File: config.mk
export PLATFORM = sky130hd
export DESIGN_NAME = timer_counter
export DESIGN_NICKNAME = d
export VERILOG_FILES = /design/src/rtl/timer_counter_pkg.sv /design/src/rtl/timer_counter.sv
export SDC_FILE = /design/constraint.sdc
export NUM_CORES = 1
export LEC_CHECK = 0
export BUFFER_PORTS_ARGS = -buffer_cell sky130_fd_sc_hd__buf_2
export CAP_MARGIN = 25
export CORE_MARGIN = 1
export CORE_UTILIZATION = 45
export CTS_CLUSTER_DIAMETER = 50
export DETAILED_ROUTE_END_ITERATION = 8
export PLACE_DENSITY = 0.71
export SLEW_MARGIN = 20
export SYNTH_ARGS = -nofsm -noshare
export SYNTH_HDL_FRONTEND = slang
export SYNTH_SLANG_ARGS = --single-unit
export TNS_END_PERCENT = 1
File: constraint.sdc
create_clock -name clk -period 2.3 [get_ports clk]
set_input_delay 0.23 -clock clk [delete_from_list [all_inputs] [get_ports clk]]
set_output_delay 0.23 -clock clk [all_outputs]
set_load 0.02 [all_outputs]
File: src/rtl/timer_counter_pkg.sv
// Shared constants for the memory-mapped timer: FSM state codes, register
// offsets, counting modes and CTRL field positions.
package timer_counter_pkg;

   typedef enum logic [1:0] {
      ST_IDLE = 2'd0,
      ST_LOAD = 2'd1,
      ST_CNT  = 2'd2,
      ST_INT  = 2'd3
   } state_t;

   localparam logic [1:0] OFF_CTRL   = 2'd0;
   localparam logic [1:0] OFF_PRESET = 2'd1;
   localparam logic [1:0] OFF_COUNT  = 2'd2;

   localparam logic [1:0] MODE_ONESHOT = 2'd0;
   localparam logic [1:0] MODE_RELOAD  = 2'd1;

   localparam int CTRL_EN      = 0;
   localparam int CTRL_MODE_LO = 1;
   localparam int CTRL_MODE_HI = 2;
   localparam int CTRL_IM      = 3;

endpackage

File: src/rtl/timer_counter.sv
// Programmable down-counting timer with one-shot and auto-reload modes,
// exposing CTRL/PRESET/COUNT on a word-addressed bus and a maskable irq.
module timer_counter
   import timer_counter_pkg::*;
(
   input  logic        clk,
   input  logic        reset,
   input  logic [1:0]  addr,
   input  logic        we,
   input  logic [31:0] din,
   output logic [31:0] dout,
   output logic        irq
);

   state_t      state;
   state_t      state_nxt;
   logic [3:0]  ctrl;
   logic [31:0] preset;
   logic [31:0] count;
   logic        flag;

   logic        ctrl_wr;
   logic        preset_wr;
   logic        enable;
   logic        is_reload;
   logic        cnt_load;
   logic        cnt_dec;
   logic        cnt_done;
   logic        hw_disable;
   logic        reload_clr;

   assign ctrl_wr   = we && (addr == OFF_CTRL);
   assign preset_wr = we && (addr == OFF_PRESET);
   assign enable    = ctrl[CTRL_EN];
   // Modes 2 and 3 fall back to one-shot behaviour.
   assign is_reload = (ctrl[CTRL_MODE_HI:CTRL_MODE_LO] == MODE_RELOAD);

   always_ff @(posedge clk) begin
      if (reset) begin
         state <= ST_IDLE;
      end else begin
         state <= state_nxt;
      end
   end

   always_comb begin
      state_nxt  = state;
      cnt_load   = 1'b0;
      cnt_dec    = 1'b0;
      cnt_done   = 1'b0;
      hw_disable = 1'b0;
      reload_clr = 1'b0;
      case (state)
         ST_IDLE: begin
            if (enable) state_nxt = ST_LOAD;
         end
         ST_LOAD: begin
            cnt_load  = 1'b1;
            state_nxt = ST_CNT;
         end
         ST_CNT: begin
            if (!enable) begin
               state_nxt = ST_IDLE;
            end else if (count <= 32'd1) begin
               cnt_done  = 1'b1;
               state_nxt = ST_INT;
            end else begin
               cnt_dec = 1'b1;
            end
         end
         ST_INT: begin
            if (is_reload) begin
               reload_clr = 1'b1;
               state_nxt  = ST_LOAD;
            end else begin
               hw_disable = 1'b1;
               state_nxt  = ST_IDLE;
            end
         end
         default: state_nxt = ST_IDLE;
      endcase
   end

   // A CPU write to CTRL overrides the one-shot Enable clear; a flag set
   // overrides any same-edge clear.
   always_ff @(posedge clk) begin
      if (reset) begin
         ctrl   <= 4'd0;
         preset <= 32'd0;
         count  <= 32'd0;
         flag   <= 1'b0;
      end else begin
         if (ctrl_wr) begin
            ctrl <= din[3:0];
         end else if (hw_disable) begin
            ctrl[CTRL_EN] <= 1'b0;
         end

         if (preset_wr) preset <= din;

         if (cnt_load) begin
            count <= preset;
         end else if (cnt_done) begin
            count <= 32'd0;
         end else if (cnt_dec) begin
            count <= count - 32'd1;
         end

         if (cnt_done) begin
            flag <= 1'b1;
         end else if (ctrl_wr || preset_wr || reload_clr) begin
            flag <= 1'b0;
         end
      end
   end

   always_comb begin
      dout = 32'd0;
      case (addr)
         OFF_CTRL:   dout = {28'd0, ctrl};
         OFF_PRESET: dout = preset;
         OFF_COUNT:  dout = count;
         default:    dout = 32'd0;
      endcase
   end

   assign irq = ctrl[CTRL_IM] & flag;

endmodule

==> metrics.md <==
| Metric | Value |
|---|---|
| Status | complete, no violations |
| Worst EP arrival | 2.45 ns |
| Final Hold Viols | 0 |
| Avg WL per Cell | 16.9 microns |
| Top-area cell type share of the netlist area | 0.374 |
| Synthesized net count | 520 |
| Final Total Pwr | 0.00256 W |
| Number of synthesized flops with an enable pin | 0 |
| Post-layout util | 0.560 |
| Final worst path period share | 0.959 |
| RR Endpoint | count[2] |
| Worst Path Max Fanout | 7 |
| FF+latch count, synth | 71 |
| Slew margin rel. | 0.459 |
| Final antenna-violating net count | 0 |
| Grt ovf | 0 |
| Share of layout cells above drive strength 1 | 0.225 |
| CP required | 2.55 ns |
| Main synth FF type | dfxtp_1 |
| Die area | 0.00881 sq mm |
| HP Start | din[21] |
| Post-synth top area cell | dfxtp_1 |
| Startpoint Class | flop |
| Number of port buffers | 69 |
| Placed cell count | 648 |
| Synth Area per Inst | 7.89 sq um |
| Vias per inst | 5.98 |
| Largest cells by area after synthesis | dfxtp_1 (37%), nand2_1 (8.5%), a21oi_1 (7.5%) |
| First-pass DRT Iterations | 4 |
| Die Height | 93.8 microns |
| Pin count of the biggest net entering global routing | 33 |
| CTS Hold Bufs | 0 |
| Warnings, synthesis | 0 |
| Hold depth | 3 |
| Num CTS Buffers | 9 |
| Setup TNS | 0 ns |
| Area Overhead vs Synth | 20.7% |
| Min Tclk post-route | 2.21 ns |
| Worst vdd ir | 0.349 mV |
| Asr flop ratio synth | 0 |
| Register-to-register setup slack | 0.09 ns |
| Rows | 33 |
| Total Routed Length | 11200 microns |
| First-pass GRT wire length | 18100 microns |
| GR Util All Layers | 0.266 |
| Class of the worst hold path | primary input to flop |
| Initial cell density of the core | 0.464 |
| Netlist Area Pre-Place | 0.00380 sq mm |
| Dpl hpwl | 7910 microns |
| Worst Max-Slew Pin Slew | 0.806 ns |
| Leakage | 2.03 nW |
| Final setup fails | 0 |
| # IOs | 70 |
| Die width | 93.8 microns |
| Crit end category | flop |
| Core area | 0.00818 sq mm |
| Routability Congestion | 0.896 |
| Nets | 593 |
| Register area share after synthesis | 0.374 |
| Remaining routing DRC violations | 0 |
| Hold WS | 0.103 ns |
| # fillers | 802 |
| Mapped Cells | 481 |
| Max Clk Rate | 453 MHz |
| WS Path Type | flop to flop |
| WHS Endpoint | preset[21] |
| Root Buffer | clkbuf_8 |
| PD cells | 559 mW/mm^2 |
| CTS Buffer Depth | 2 |
| Worst r2r src | count[2] |
| Clock sink count | 71 |
| R2R cell count | 6 |
| RSZ-0062 raised after global routing | no |
| ANT cells | 0 |
| CTS tree | yes |
| Cell variety after synth | 52 |
| MaxCap Viol Count | 0 |
| Slew Limit Fails | 0 |
| Final clock skew | 0.00834 ns |
| Post-CTS Setup Inserts | 0 |
| Final std cells w/o fill | 664 |
| Initial drt markers | 296 |
| Number of H-tree levels | 3 |
| Via count | 3973 |
| Initial antenna violation count | 0 |
| Number of global-route vias before repair | 3632 |
| Post_cts resized | 0 |
| Worst-path clk slew | 0.08 ns |
| Clk Latency, worst-skew pair | 0.36 ns |
worst max-delay path, stage by stage, from the launching register on:
cell	delay [ns]
dfxtp_1	0.31
or4_4	0.55
or4_4	0.52
o31ai_4	0.25
buf_4	0.21
nor3_1	0.05
a211o_1	0.21
stage by stage:
step | cell area [sq um] | setup WS [ns]
final | 4580 | 0.0943
after global routing | 4580 | 0.0230
after CTS | 4580 | 0.0953
after detailed placement | 4380 | 0.105
after global placement | 4380 | 0.133
after floorplan | 3800 | 0.173
worst max path at each step:
stage | start | to | slack, ns | cells past startpoint
final | count[2] | count[2] | 0.09 | 6
after global routing | count[2] | count[2] | 0.02 | 6
after CTS | count[2] | count[2] | 0.1 | 6
after detailed placement | count[2] | count[2] | 0.11 | 6
after global placement | count[2] | count[2] | 0.13 | 6
after floorplan | count[2] | count[23] | 0.17 | 5
final cells by class:
type                    instances  area (sq um)  share of cell area
multi-input cells             368          2220               0.484
flip-flops and latches         71          1420               0.310
repair buffers                 99           596               0.130
clock buffers                  10           138              0.0300
well taps                     105           131              0.0287
clock inverters                 6          60.1              0.0131
inverters                       5          18.8             0.00410
Yosys cell counts (4+ instances only):
cell type	n
nand2_1	86
dfxtp_1	71
a21oi_1	57
clkbuf_1	31
a22o_1	28
nor3_1	18
nor2_1	16
o22ai_1	15
and3_1	14
nor4_1	14
o21ai_0	14
xnor2_1	11
mux2i_1	10
a22oi_1	9
or4_1	8
nand3_1	6
nor2b_1	6
inv_1	5
or3_1	5
nand4_1	4
nor3b_1	4
sequential cells by signal (all words and copies together) (netlist names):
register  cells
state         2
flag          1
ctrl          4
preset       32
count        32
placed cells by master (no fill, tap or decap), types with 5 or more instances in the layout:
| master | count |
|---|---|
| nand2_1 | 86 |
| dfxtp_1 | 71 |
| buf_2 | 69 |
| a21oi_1 | 57 |
| a22o_1 | 28 |
| buf_4 | 28 |
| nor3_1 | 18 |
| nor2_1 | 16 |
| o22ai_1 | 15 |
| o21ai_0 | 14 |
| and3_1 | 14 |
| nor4_1 | 14 |
| xnor2_1 | 11 |
| mux2i_1 | 10 |
| clkbuf_8 | 10 |
| a22oi_1 | 9 |
| or4_1 | 8 |
| nand3_1 | 6 |
| inv_1 | 5 |
| or3_1 | 5 |
metal layers:
layer	routed length, microns	up-vias	global-route usage
met5	0	-	0
met4	122	0	0.0974
met3	792	11	0.0502
met2	5080	156	0.409
met1	5250	1882	0.368
li1	-	1924	-
where the power goes:
part	switching, W	internal [W]	leakage (nW)	total [W]
sequential	0.0000248	0.00125	0.574	0.00128
combinational	0.000161	0.000103	1.36	0.000264
clock	0.000498	0.000524	0.0981	0.00102
total	0.000683	0.00188	2.03	0.00256
cells by family after synthesis:
family,after synthesis,synth area share
and+or+nand+nor,196,0.263
AOI/OAI and AO/OA,146,0.254
DFF,71,0.374
buffers and inverters,42,0.0432
xor gates and xnor gates,14,0.0323
muxes,10,0.0264
adders and majority gates,2,0.00659
Power figures use the tool's default switching activity.
